[src/rtl/pipe_reg_elastic.sv]
// pipe_reg_elastic: DEPTH-stage valid/ready pipeline register with bubble collapse, stall and flush.
// Define PIPE_REG_OCC_EN to add the occ occupancy counter output.
module pipe_reg_elastic #(
  parameter int WIDTH = 64,
  parameter int DEPTH = 2
) (
  input  logic             clk,
  input  logic             rst,
  input  logic             ena,
  input  logic             flush,
  input  logic             in_valid,
  input  logic [WIDTH-1:0] in_data,
  output logic             in_ready,
  output logic             out_valid,
  output logic [WIDTH-1:0] out_data,
  input  logic             out_ready
`ifdef PIPE_REG_OCC_EN
  ,
  output logic [$clog2(DEPTH+1)-1:0] occ
`endif
);
  logic [DEPTH-1:0] vld_q, vld_d;
  logic [WIDTH-1:0] dat_q [DEPTH];
  logic [WIDTH-1:0] dat_d [DEPTH];
  logic [WIDTH-1:0] src_d [DEPTH+1];
  logic [DEPTH:0]   adv;
  logic [DEPTH:0]   src_v;
  assign src_v = {vld_q, in_valid};
  // adv[DEPTH] stands in for the consumer so the backward chain needs no special case
  always_comb begin
    adv[DEPTH] = out_ready;
    src_d[0] = in_data;
    for (int i = DEPTH - 1; i >= 0; i--) adv[i] = ena & (~vld_q[i] | adv[i+1]);
    for (int i = 0; i < DEPTH; i++) begin
      src_d[i+1] = dat_q[i];
      vld_d[i] = flush ? 1'b0 : (adv[i] ? src_v[i] : vld_q[i]);
      dat_d[i] = (adv[i] & src_v[i] & ~flush) ? src_d[i] : dat_q[i];
    end
  end
  always_ff @(posedge clk or negedge rst) begin
    if (!rst) begin
      vld_q <= '0;
      for (int i = 0; i < DEPTH; i++) dat_q[i] <= '0;
    end else begin
      vld_q <= vld_d;
      dat_q <= dat_d;
    end
  end
  assign in_ready  = rst & ~flush & adv[0];
  assign out_valid = vld_q[DEPTH-1] & ena & ~flush;
  assign out_data  = dat_q[DEPTH-1];
`ifdef PIPE_REG_OCC_EN
  localparam int OW = $clog2(DEPTH + 1);
  localparam logic [OW-1:0] ONE = OW'(1);
  logic [OW-1:0] occ_q, occ_d;
  logic in_x, out_x;
  assign in_x  = in_valid & in_ready;
  assign out_x = out_valid & out_ready;
  always_comb begin
    occ_d = flush ? '0 : (in_x & ~out_x) ? occ_q + ONE : (out_x & ~in_x) ? occ_q - ONE : occ_q;
  end
  always_ff @(posedge clk or negedge rst) begin
    if (!rst) occ_q <= '0;
    else occ_q <= occ_d;
  end
  assign occ = occ_q;
`endif
endmodule
[config.mk]
export PLATFORM = sky130hd
export DESIGN_NAME = pipe_reg_elastic
export DESIGN_NICKNAME = d
export VERILOG_FILES = /design/src/rtl/pipe_reg_elastic.sv
export SDC_FILE = /design/constraint.sdc
export NUM_CORES = 1
export LEC_CHECK = 0
export ABC_AREA = 1
export CORE_ASPECT_RATIO = 1.1
export CORE_MARGIN = 1
export CORE_UTILIZATION = 45
export CTS_BUF_LIST = sky130_fd_sc_hd__clkbuf_16
export CTS_CLUSTER_DIAMETER = 80
export CTS_CLUSTER_SIZE = 12
export DETAILED_ROUTE_END_ITERATION = 16
export PLACE_DENSITY = 0.84
export SLEW_MARGIN = 25
export SYNTH_ARGS = -nofsm -noshare
export SYNTH_HDL_FRONTEND = slang
export SYNTH_SLANG_ARGS = --single-unit
[constraint.sdc]
create_clock -name clk -period 1.05 [get_ports clk]
set_input_delay 0.21 -clock clk [delete_from_list [all_inputs] [get_ports clk]]
set_output_delay 0.21 -clock clk [all_outputs]
set_load 0.005 [all_outputs]
=== Yosys cells after proc, flatten, opt, wreduce, memory -nomap -nowiden ===
Index checks and enable logic that the tools add are counted.

* Bits in registers: 130
* Bits in latches: 0
* RAM bits: 0
* Memory bits (read-only): 0
* Bits of input ports: 70
* Memories kept: 0

* $add $sub $neg: 0
* Multipliers: 0
* Div/mod/pow operators: 0
* $lt $le $gt $ge: 0
* Equality and inequality tests: 0
* Shift-type cells: 0
* Multiplexer cells: 4
* Bitwise logic cells: 15
* Reductions and logical operators: 2

{| class="wikitable"
|+ Operators with widths
! kind !! number
|-
| AND 1 bit || 10
|-
| 2-to-1 mux 1 bit || 4
|-
| nonzero test 2 bit || 2
|-
| inverter 1 bit || 3
|-
| bitwise OR 1 bit || 2
|}

=== Logic depth before layout (Yosys ltp) ===
Gate-level depths: netlist of run 1.

* Depth in word-level cells: 7
* Mapped depth: 8

=== Least setup slack after synthesis of run 1 ===
OpenSTA, ideal clock, no wires.

* Path kind: reg-to-reg
* From: reg vld_q[0]
* To: reg dat_q (netlist bit out_data[14])
* Library setup time: 0.118 ns
* Arrival time: 0.959 ns
* Required time: 0.932 ns
* Slack: -0.027 ns
* Stages on the path, launching flop included: 8
* Path buffers: 2
* Cells stage by stage: dfrtp_1 -> inv_1 -> nor2_2 -> nand3_1 -> buf_4 -> buf_2 -> nand2_1 -> nand2_1

* Word-level cells in the longest chain between the ends: 2

{| class="wikitable"
|+ RTL lines
! element !! RTL line !! text
|-
| start: declaration || 22 || <nowiki>logic [DEPTH-1:0] vld_q, vld_d;</nowiki>
|-
| start signal: assignment || 45 || <nowiki>vld_q <= vld_d;</nowiki>
|-
| AND 1 bit (2 in series) || 37 || <nowiki>dat_d[i] = (adv[i] & src_v[i] & ~flush) ? src_d[i] : dat_q[i];</nowiki>
|-
| end signal: assignment || 46 || <nowiki>dat_q <= dat_d;</nowiki>
|-
| end: declaration || 23 || <nowiki>logic [WIDTH-1:0] dat_q [DEPTH];</nowiki>
|}

Every way passes these cells.
A chain may end at the register's enable or synchronous reset.

=== Worst setup path in the final report of run 1 ===
* From: reg vld_q[1]
* To: out in_ready

* Word-level cells in the longest chain between the ends: 6

{| class="wikitable"
|+ RTL lines
! element !! RTL line !! text
|-
| inverter 1 bit || 33 || <nowiki>for (int i = DEPTH - 1; i >= 0; i--) adv[i] = ena & (~vld_q[i] | adv[i+1]);</nowiki>
|-
| bitwise OR 1 bit || 33 ||
|-
| AND 1 bit || 33 ||
|-
| bitwise OR 1 bit || 33 ||
|-
| AND 1 bit || 33 ||
|-
| AND 1 bit || 49 || <nowiki>assign in_ready = rst & ~flush & adv[0];</nowiki>
|-
| end: declaration || 13 || <nowiki>output logic in_ready,</nowiki>
|}

Every way passes these cells.

==> flow_summary_export.csv, run 1 <==
group,metric,value,unit
finish,multi_input_area,0.002367,mm²
floorplan,core_area,0.01219,mm²
sta,maxSlewViolCount,0,
synth,yosysUniqueCellTypes,14,
sta,max_slew.worst_pin.slew,597.9,ps
outcome,status,"finished, violations left",
clocking,clkTransAtPathRegs,60,ps
synth,synth_sequential_area_ratio,57.09,%
placement,dp_hpwl,8.627,mm
floorplan,initial_core_utilization,46.74,%
synth,post_synth_main_area_contributors,"sky130_fd_sc_hd__dfrtp_1 57%, sky130_fd_sc_hd__nand2_1 17%, sky130_fd_sc_hd__nand3_1 11%",
finish,layoutNonFillerInstCount,979,
floorplan,fp.dieH,120.0,µm
worst_setup_path,critical-path-slowest-cell,"sky130_fd_sc_hd__dfrtp_1",
grt,overall_track_demand_over_capacity_in_global_routing,27.69,%
worst_setup_path,worstSetupPathType,"flop to output port",
finish,areaGrowthSynthToFinish,60.32,%
grt,grt_pass1_vias,5176,
hold_path,worst_hold_path_type,"input pin to async pin",
detailed_routing,drt_drc_violations_left,0,
sta,worst_clock_skew,7.349,ps
floorplan,io_pins,136,
finish,nFillCells,796,
worst_setup_path,worstPathBufferInverterCount,2,
grt,antenna_violations_before_repair,1,
clocking,cts_htree_levels,4,
synth,synth-seq-cells,130,
synth,synth_cells,639,
placement,port-buffer-count,135,
synth,synthesis.nets,709,
sta,layout_min_cycle_time,1525,ps
placement,place_inst,850,
detailed_routing,via_count,5313,
sta,rsz0062_at_grt,"yes",
floorplan,die-width,109.3,µm
sta,timing.final.hold_violations,0,
placement,place_congestion,0.7727,
clocking,cts.sink_count,130,
detailed_routing,dr.pass1.iters,4,
worst_setup_path,crit_arrival,1320,ps
grt,globalRoute.totalOverflow,0,
clocking,cts.root.buffer_cell,"sky130_fd_sc_hd__clkbuf_16",
worst_setup_path,startpoint_kind_of_the_worst_setup_timing_path,"flop",
placement,dp_worst_setup_slack,-650.8,ps
floorplan,placement_rows,42,
power_and_ir_drop,pwr_density_cell,1897,mW/mm²
finish,ff_latch_area,0.003253,mm²
synth,synth_top_area_cell,"sky130_fd_sc_hd__dfrtp_1",
job,drv.max_cap_violation_count,0,
detailed_routing,drt-vias-per-instance,5.427,
grt,grt_max_degree,85,
grt,grt_first_pass_wirelength,26.72,mm
worst_setup_path,timing.critical_path.max_delay_family,"flip-flops",
sta,final.hold.worst_slack,22.91,ps
detailed_routing,routedWlPerCell,20.77,µm
sta,timing.final.setup_violations,196,
detailed_routing,drt.antenna.violating_nets,0,
synth,synth_top_cell_area_share,57.09,%
power_and_ir_drop,post-layout-total-power,17.33,mW
worst_setup_path,critical_path.max_stage_delay,390,ps
detailed_routing,drt_first_iter_violations,255,
clocking,clock_tree_from_tritoncts,"built",
power_and_ir_drop,vdd_ir_drop_max,0.001181,V
synth,mappedNetlistArea,0.005698,mm²
clocking,ctsLongestPathBuffers,2,
detailed_routing,route.final.wire_length,20.33,mm
worst_setup_path,cp_data_required_time,840,ps
finish,num-nets-final,881,
synth,yosysWarningCount,0,
finish,post_route_cells_drive_above_1_share,47.09,%
worst_setup_path,critical_path.cell_chain,"buf_6, nand3_4, and3b_1, buf_2",
clocking,clk_latency,400,ps
sta,finalCritPeriodShare,145.2,%
sta,minimum_setup_slack_in_the_final_design,-475.1,ps
worst_setup_path,critical_path.endpoint_type,"output port",
floorplan,fp.dieArea,0.01312,mm²
outcome,failing_checks,"negative setup slack",
sta,fin_tns_setup,-44810,ps
power_and_ir_drop,total_leakage_power,4.709,nW
synth,postSynthAreaPerCell,8.917,µm²
sta,max-slew-margin-rel,60.14,%
sta,fmax,655.7,MHz
worst_setup_path,critPathMaxFanout,2,
clocking,cts-buffers-inserted,17,
-- worst paths after layout --
check | from | end | slack (ps) | cells after the start
worst max-delay path | vld_q[1]$_DFFE_PN0P_ | in_ready | -480 | 4
worst min-delay path | rst | out_data[31]$_DFFE_PN0P_ | 20 | 3
worst max register to register | vld_q[1]$_DFFE_PN0P_ | out_data[0]$_DFFE_PN0P_ | -460 | 9
worst min register to register | dat_q[64]$_DFFE_PN0P_ | dat_q[64]$_DFFE_PN0P_ | 470 | 2
max in group asynchronous | rst | out_data[2]$_DFFE_PN0P_ | 550 | 3
min in group clk | flush | vld_q[1]$_DFFE_PN0P_ | 220 | 4
-- stage by stage --
step	area, µm²	utilization [%]
after floorplan	5727	-
after global placement	6878	56.41
after detailed placement	6878	56.41
after CTS	8275	67.88
after global routing	9135	74.93
final	9135	74.93
-- routing by layer --
| layer | wire length, µm | track usage, % | vias to the layer above |
|---|---|---|---|
| met2 | 11010 | 47.80 | 268 |
| met5 | 0 | 0 | - |
| met3 | 1281 | 4.726 | 67 |
| met4 | 875 | 14.75 | 0 |
| li1 | - | - | 2328 |
| met1 | 7162 | 32.49 | 2650 |
-- tightest hold or removal path, cell delays in order --
cell and delay [ps]:
sky130_fd_sc_hd__buf_4 130, sky130_fd_sc_hd__buf_4 140, sky130_fd_sc_hd__buf_12 370
-- state kept, by name, summed over array words and instances, names as in the netlist --
register	cells
vld_q	2
out_data	64
dat_q	64
-- cell type report --
class / instances / share of cell area (%)
antenna: 1 / 0.02739
clock buffer: 17 / 4.657
clock inverter: 15 / 1.822
inverter: 6 / 0.2465
multi-input combinational: 398 / 25.91
sequential: 130 / 35.61
tap: 154 / 2.109
timing repair buffer: 258 / 29.61
-- report_power, final --
part	internal [mW]	switching (mW)
clock	3.72	2.25
combinational	2.48	1.97
sequential	6.11	0.816
-- kinds of logic after synthesis --
kind of cell,Yosys count,share of synthesized area [%]
AND/OR/NAND/NOR,394,28.99
flip-flops,130,57.09
AO/OA/AOI/OAI,3,0.3294
buffers and inverters,112,13.59
-- timing repair --
action | in CTS | in global routing
cloned | 17 | 13
hold buffers | 0 | 0
setup buffers | 40 | 36
pin swaps | 29 | 39
setup endpoints to repair | 196 | 196
resized for setup | 361 | 149
-- synthesized netlist by cell type --
cell type	instances
sky130_fd_sc_hd__buf_2	19
sky130_fd_sc_hd__inv_2	1
sky130_fd_sc_hd__inv_1	5
sky130_fd_sc_hd__nand2_1	260
sky130_fd_sc_hd__buf_4	78
sky130_fd_sc_hd__dfrtp_1	130
sky130_fd_sc_hd__a21oi_2	1
sky130_fd_sc_hd__o21ai_0	2
sky130_fd_sc_hd__buf_6	5
sky130_fd_sc_hd__nand3_1	130
sky130_fd_sc_hd__and3b_1	1
sky130_fd_sc_hd__nor2_2	2
sky130_fd_sc_hd__clkbuf_1	4
sky130_fd_sc_hd__nor2_1	1
-- placed cells by master, fill, tap and decap left out, drive strengths merged --
| cell type | count |
|---|---|
| a21oi | 1 |
| and3b | 1 |
| buf | 179 |
| bufbuf | 1 |
| bufinv | 3 |
| clkbuf | 27 |
| clkdlybuf4s50 | 66 |
| clkinv | 8 |
| clkinvlp | 1 |
| dfrtp | 130 |
| diode | 1 |
| dlymetal6s2s | 2 |
| inv | 9 |
| nand2 | 261 |
| nand3 | 130 |
| nor2 | 3 |
| o21ai | 2 |
No activity file was read; power rests on OpenSTA's default activity.
==> inputs of run 2 (changes only) <==
ABC_CLOCK_PERIOD_IN_PS = 2000   (was default)
CORE_UTILIZATION = 54   (was 45)
PLACE_DENSITY = 0.86   (was 0.84)
clock period = 2 ns   (was 1.05 ns; I/O delays follow)
==> run 2 against run 1 <==
Net effect:
- the flow now finishes without violations
- clock power is 47% lower
- sequential share of layout area is 8.8 points higher
- flip-flop and latch count stayed put
- critical endpoint is now out_valid
==> flow_summary_export.csv, run 2 (same netlist as run 1, synthesis figures left out) <==
group,metric,value,unit
finish,antenna-diode-count,0,
detailed_routing,drt-vias-per-instance,5.219,
placement,port-buffer-count,135,
grt,antenna_violations_before_repair,0,
worst_setup_path,critPathMaxFanout,2,
detailed_routing,route.final.wire_length,13.09,mm
sta,timing.final.setup_violations,0,
finish,nFillCells,713,
detailed_routing,drt.antenna.violating_nets,0,
sta,finalCritPeriodShare,97.09,%
grt,overall_track_demand_over_capacity_in_global_routing,25.69,%
finish,num-nets-final,777,
sta,maxSlewViolCount,0,
clocking,clock_tree_from_tritoncts,"built",
power_and_ir_drop,vdd_ir_drop_max,0.0004916,V
clocking,ctsLongestPathBuffers,2,
power_and_ir_drop,total_leakage_power,3.703,nW
floorplan,placement_rows,38,
placement,place_inst,828,
floorplan,core_area,0.01008,mm²
clocking,cts_htree_levels,4,
worst_setup_path,timing.critical_path.to,"out_valid",
detailed_routing,drt_drc_violations_left,0,
sta,timing.final.hold_violations,0,
floorplan,initial_core_utilization,56.53,%
worst_setup_path,crit_arrival,1540,ps
clocking,clkTransAtPathRegs,60,ps
worst_setup_path,source_of_the_worst_register_to_register_timing_path,"vld_q[1]$_DFFE_PN0P_",
grt,grt_max_degree,131,
floorplan,die-width,99.94,µm
worst_setup_path,critical_path.cell_chain,"clkdlybuf4s50_1, inv_2, nand2_1, nor2_1, clkdlybuf4s50_1",
hold_path,worst_hold_path_type,"input pin to async pin",
floorplan,fp.dieH,109.7,µm
grt,grt_pass1_vias,4403,
clocking,cts.root.buffer_cell,"sky130_fd_sc_hd__clkbuf_16",
placement,place_congestion,0.7941,
sta,worst_clock_skew,5.795,ps
sta,max-slew-margin-rel,55.03,%
worst_setup_path,worstSetupPathType,"input pin to output port",
worst_setup_path,capturing_point_of_the_worst_reg2reg_path,"dat_q[81]$_DFFE_PN0P_",
finish,areaGrowthSynthToFinish,28.70,%
worst_setup_path,critical_path.max_stage_delay,500,ps
worst_setup_path,critical_path.endpoint_type,"output port",
floorplan,fp.dieArea,0.01097,mm²
worst_setup_path,worstSetupStartpoint,"flush",
floorplan,io_pins,136,
clocking,cts-buffers-inserted,17,
finish,post_route_cells_drive_above_1_share,8.472,%
power_and_ir_drop,post-layout-total-power,8.318,mW
worst_setup_path,timing.critical_path.max_delay_family,"buffers and inverters",
power_and_ir_drop,pwr_density_cell,1134,mW/mm²
worst_setup_path,startpoint_kind_of_the_worst_setup_timing_path,"input pin",
detailed_routing,routedWlPerCell,15.22,µm
placement,dp_hpwl,8.245,mm
finish,layoutNonFillerInstCount,860,
job,drv.max_cap_violation_count,0,
worst_setup_path,regToRegSetupSlack,410,ps
clocking,cts.sink_count,130,
clocking,clk_latency,400,ps
sta,rsz0062_at_grt,"no",
worst_setup_path,critical-path-slowest-cell,"sky130_fd_sc_hd__clkdlybuf4s50_1",
worst_setup_path,crit_top_cell,"sky130_fd_sc_hd__clkdlybuf4s50_1",
clocking,cts_post_setup_buffers_inserted,0,
worst_setup_path,cp_num_cells,5,
sta,fmax,515.0,MHz
worst_setup_path,worst_r2r_path_depth,6,
placement,dp_worst_setup_slack,-107.3,ps
finish,layout_commonest_cell,"sky130_fd_sc_hd__nand2_1",
sta,minimum_setup_slack_in_the_final_design,58.26,ps
sta,layout_min_cycle_time,1942,ps
detailed_routing,dr.pass1.iters,7,
finish,commonest_non_fill_non_tap_cells_in_the_layout,"259 x sky130_fd_sc_hd__nand2_1, 132 x sky130_fd_sc_hd__clkdlybuf4s50_1, 129 x sky130_fd_sc_hd__dfrtp_1",
sta,max_slew.worst_pin.slew,674.6,ps
detailed_routing,via_count,4488,
outcome,status,"completed",
detailed_routing,drt_first_iter_violations,266,
grt,globalRoute.totalOverflow,0,
worst_setup_path,worstPathBufferInverterCount,3,
grt,grt_first_pass_wirelength,21.31,mm
worst_setup_path,cp_data_required_time,1600,ps
-- run 2: per-layer routing --
metal / part of all wire [%] / track usage, % / vias to the layer above
met4: 0.95 / 9.874 / 0
met2: 53 / 43.55 / 182
met3: 5.5 / 4.895 / 14
met5: 0 / 0 / -
met1: 41 / 32.89 / 2188
li1: - / - / 2104
-- run 2: worst min-delay path by stage --
stage | end | cells past startpoint | slack (ps) | startpoint
2_1_floorplan | dat_q[100]$_DFFE_PN0P_ | 0 | 100 | rst
3_3_place_gp | dat_q[100]$_DFFE_PN0P_ | 2 | 450 | dat_q[100]$_DFFE_PN0P_
3_5_place_dp | dat_q[106]$_DFFE_PN0P_ | 2 | 460 | dat_q[106]$_DFFE_PN0P_
4_1_cts | dat_q[70]$_DFFE_PN0P_ | 2 | 150 | rst
5_1_grt | dat_q[123]$_DFFE_PN0P_ | 2 | 180 | rst
6_report | dat_q[70]$_DFFE_PN0P_ | 2 | 110 | rst
-- run 2: per-stage QoR --
| step | utilization, % | cell area, µm² | TNS [ps] | hold slack (ps) |
|---|---|---|---|---|
| finish | 72.75 | 7333 | 0 | 107.2 |
| global route | 72.75 | 7333 | 0 | 183.2 |
| CTS | 72.74 | 7332 | 0 | 150.6 |
| detailed placement | 66.72 | 6725 | -214.6 | 459.8 |
| global placement | 66.72 | 6725 | -61.85 | 454.3 |
| floorplan | - | 5698 | 0 | 104.4 |
-- run 2: final cells by class --
type,count,area [µm²],share of cell area (%)
flip-flops and latches,130,3254,44.38
multi-input cells,397,1700,23.19
repair buffers,155,1572,21.43
clock buffers,17,425.4,5.801
clock inverters,15,183.9,2.508
well taps,140,175.2,2.389
inverters,6,22.52,0.3071
-- run 2: timing repair --
item / CTS / global route
endpoints found under the hold margin: 0 / 0
setup endpoints to repair: 2 / 1
gates resized for setup: 2 / 1
hold buffers: 0 / 0
-- run 2: worst reg2reg max path, stage by stage (launching register included) --
cell and delay [ps]:
sky130_fd_sc_hd__dfrtp_2 450, sky130_fd_sc_hd__nand3_2 100, sky130_fd_sc_hd__buf_4 350, sky130_fd_sc_hd__nand2_2 130
sky130_fd_sc_hd__buf_4 250, sky130_fd_sc_hd__nand2_1 130, sky130_fd_sc_hd__nand2_1 70
-- run 2: report_power, final --
| part | switching, mW | internal, mW | total [mW] |
|---|---|---|---|
| Sequential | 0.350 | 3.20 | 3.55 |
| Clock | 1.16 | 1.97 | 3.13 |
| Combinational | 0.657 | 0.974 | 1.63 |
==> inputs of run 3 (changes only) <==
ABC_CLOCK_PERIOD_IN_PS = default   (was 2000)
GPL_TIMING_DRIVEN = 0   (was default)
RECOVER_POWER = 100   (was default)
==> run 3 against run 2 <==
Net effect:
- the flow now finishes with violations (negative hold slack)
- clock-buffer cell count unchanged
- register-to-register slack got worse by 240 ps
- highest routed layer unchanged
- first-iteration DRC count increased by 23%
- clock skew increased by 2.6 ps
- fmax increased by 0.74%
- sequential power about the same
- largest cell class unchanged
- total power increased by 5.1%
- combinational power increased by 21%
- worst hold slack got worse by 230 ps
- via count increased by 8.9%
- cell area increased by 6.6%
==> flow_summary_export.csv, run 3 (same netlist as run 1, synthesis figures left out) <==
group,metric,value,unit
finish,commonest_non_fill_non_tap_cells_in_the_layout,"260 x sky130_fd_sc_hd__nand2_1, 130 x sky130_fd_sc_hd__dfrtp_1, 129 x sky130_fd_sc_hd__nand3_1",
floorplan,core_area,0.01008,mm²
clocking,cts-buffers-inserted,17,
detailed_routing,drt_first_iter_violations,327,
clocking,clock_tree_from_tritoncts,"built",
sta,worst_clock_skew,8.359,ps
placement,dpl_cell_area,0.007257,mm²
hold_path,worst_hold_path_type,"input pin to async pin",
worst_setup_path,critical_path.max_stage_delay,540,ps
sta,max-slew-margin-rel,34.68,%
sta,timing.final.hold_violations,56,
detailed_routing,route.final.wire_length,14.08,mm
worst_setup_path,worstSetupPathType,"input pin to output port",
floorplan,placement_rows,38,
placement,place_congestion,0.8385,
power_and_ir_drop,pwr_density_cell,1119,mW/mm²
detailed_routing,drt.antenna.violating_nets,0,
worst_setup_path,regToRegSetupSlack,170,ps
clocking,cts_htree_levels,4,
grt,overall_track_demand_over_capacity_in_global_routing,27.71,%
finish,layout_commonest_cell,"sky130_fd_sc_hd__nand2_1",
placement,port-buffer-count,135,
finish,num-nets-final,866,
worst_setup_path,crit_arrival,1530,ps
finish,final_area,0.007815,mm²
detailed_routing,dr.pass1.iters,6,
worst_setup_path,source_of_the_worst_register_to_register_timing_path,"vld_q[1]$_DFFE_PN0P_",
detailed_routing,drt-vias-per-instance,5.150,
grt,antenna_violations_before_repair,0,
grt,grt_max_degree,75,
sta,max_slew.worst_pin.slew,979.8,ps
sta,finalCritPeriodShare,96.37,%
worst_setup_path,startpoint_kind_of_the_worst_setup_timing_path,"input pin",
sta,rsz0062_at_grt,"no",
worst_setup_path,critical_path.endpoint_type,"output port",
worst_setup_path,worstPathBufferInverterCount,3,
sta,timing.final.setup_violations,0,
sta,maxSlewViolCount,0,
sta,layout_min_cycle_time,1927,ps
grt,grt_first_pass_wirelength,23.16,mm
clocking,clk_latency,420,ps
worst_setup_path,critical_path.cell_chain,"clkdlybuf4s50_1, inv_2, nand2_1, and3b_1, dlygate4sd2_1",
placement,dp_hpwl,9.237,mm
worst_setup_path,capturing_point_of_the_worst_reg2reg_path,"out_data[29]$_DFFE_PN0P_",
clocking,ctsLongestPathBuffers,2,
outcome,status,"finished, violations left",
worst_setup_path,worst_r2r_path_depth,6,
outcome,failing_checks,"negative hold slack",
finish,antenna-diode-count,0,
floorplan,io_pins,136,
finish,final_core_utilization,77.53,%
detailed_routing,drt_drc_violations_left,0,
worst_setup_path,critPathMaxFanout,2,
floorplan,fp.dieArea,0.01097,mm²
sta,fmax,518.8,MHz
sta,final.hold.worst_slack,-120.6,ps
power_and_ir_drop,vdd_ir_drop_max,0.0006453,V
grt,grt_pass1_vias,4840,
detailed_routing,via_count,4887,
worst_setup_path,timing.critical_path.max_delay_family,"buffers and inverters",
floorplan,initial_core_utilization,56.53,%
clocking,clkTransAtPathRegs,60,ps
job,drv.max_cap_violation_count,0,
finish,post_route_cells_drive_above_1_share,16.69,%
detailed_routing,routedWlPerCell,14.84,µm
clocking,cts.root.buffer_cell,"sky130_fd_sc_hd__clkbuf_16",
floorplan,fp.dieH,109.7,µm
worst_setup_path,cp_data_required_time,1600,ps
floorplan,die-width,99.94,µm
clocking,cts.sink_count,130,
finish,areaGrowthSynthToFinish,37.15,%
worst_setup_path,critical-path-slowest-cell,"sky130_fd_sc_hd__clkdlybuf4s50_1",
grt,globalRoute.totalOverflow,0,
power_and_ir_drop,total_leakage_power,4.231,nW
==> run 3: cell types whose count changed in the layout (fill, tap and decap cells not counted), sizes merged <==
cell / change
clkinv: +1
buf: +70
dlygate4sd3: +64
clkbuf: +19
clkdlybuf4s50: -65
dlygate4sd2: +1
clkinvlp: -2
bufinv: +1
==> run 3: stage by stage <==
step / total power, mW / TNS (ps) / instances / worst slack, ps
2_1_floorplan: 4.558 / 0 / 639 / 696.4
3_3_place_gp: 5.596 / -559600 / 914 / -4481
3_5_place_dp: 5.697 / -516.6 / 915 / -461.8
4_1_cts: 8.937 / 0 / 948 / 66.01
5_1_grt: 9.155 / 0 / 949 / 22.57
6_report: 8.741 / 0 / 949 / 72.59
==> run 3: worst max-delay path by stage <==
stage / end / cells after the start / start
after floorplan: in_ready / 4 / out_ready
after global placement: in_ready / 3 / rst
after detailed placement: in_ready / 6 / out_ready
after CTS: in_ready / 4 / vld_q[1]$_DFFE_PN0P_
after global routing: out_data[27]$_DFFE_PN0P_ / 7 / ena
final: in_ready / 5 / flush
==> run 3: worst register-to-register path, stage by stage, from the launching register on <==
cell and delay (ps):
sky130_fd_sc_hd__dfrtp_1 380, sky130_fd_sc_hd__buf_4 140, sky130_fd_sc_hd__a21oi_1 240, sky130_fd_sc_hd__clkbuf_1 450, sky130_fd_sc_hd__clkbuf_2 330, sky130_fd_sc_hd__nand3_1 130
sky130_fd_sc_hd__nand2_1 80
==> run 3: repair_timing <==
item                                    in CTS  in global routing
setup buffers                                1                  1
hold endpoints to repair                    56                 56
endpoints found under the setup margin       2                  1
gates resized for setup                      8                  0
==> run 3: layout make-up <==
class                      instances  area (µm²)
clock inverter                    15       192.7
buffer                           106       701.9
inverter                           6       22.52
timing repair buffer             138        1375
tap                              140       175.2
fill                             662        2265
sequential                       130        3253
multi-input combinational        397        1669
clock buffer                      17       425.4
==> run 3: metal layers <==
metal	global-route usage (%)	up-vias	wire [µm]
met2	47.04	196	7325
met3	5.976	26	844
met5	0	-	0
met1	34.49	2376	5621
met4	11.76	0	288
li1	-	2289	-
==> run 3: power by group <==
part           internal (mW)  switching [mW]
Combinational           1.23           0.740
Sequential              3.20           0.341
Clock                   2.07            1.15
Total                   6.51            2.23
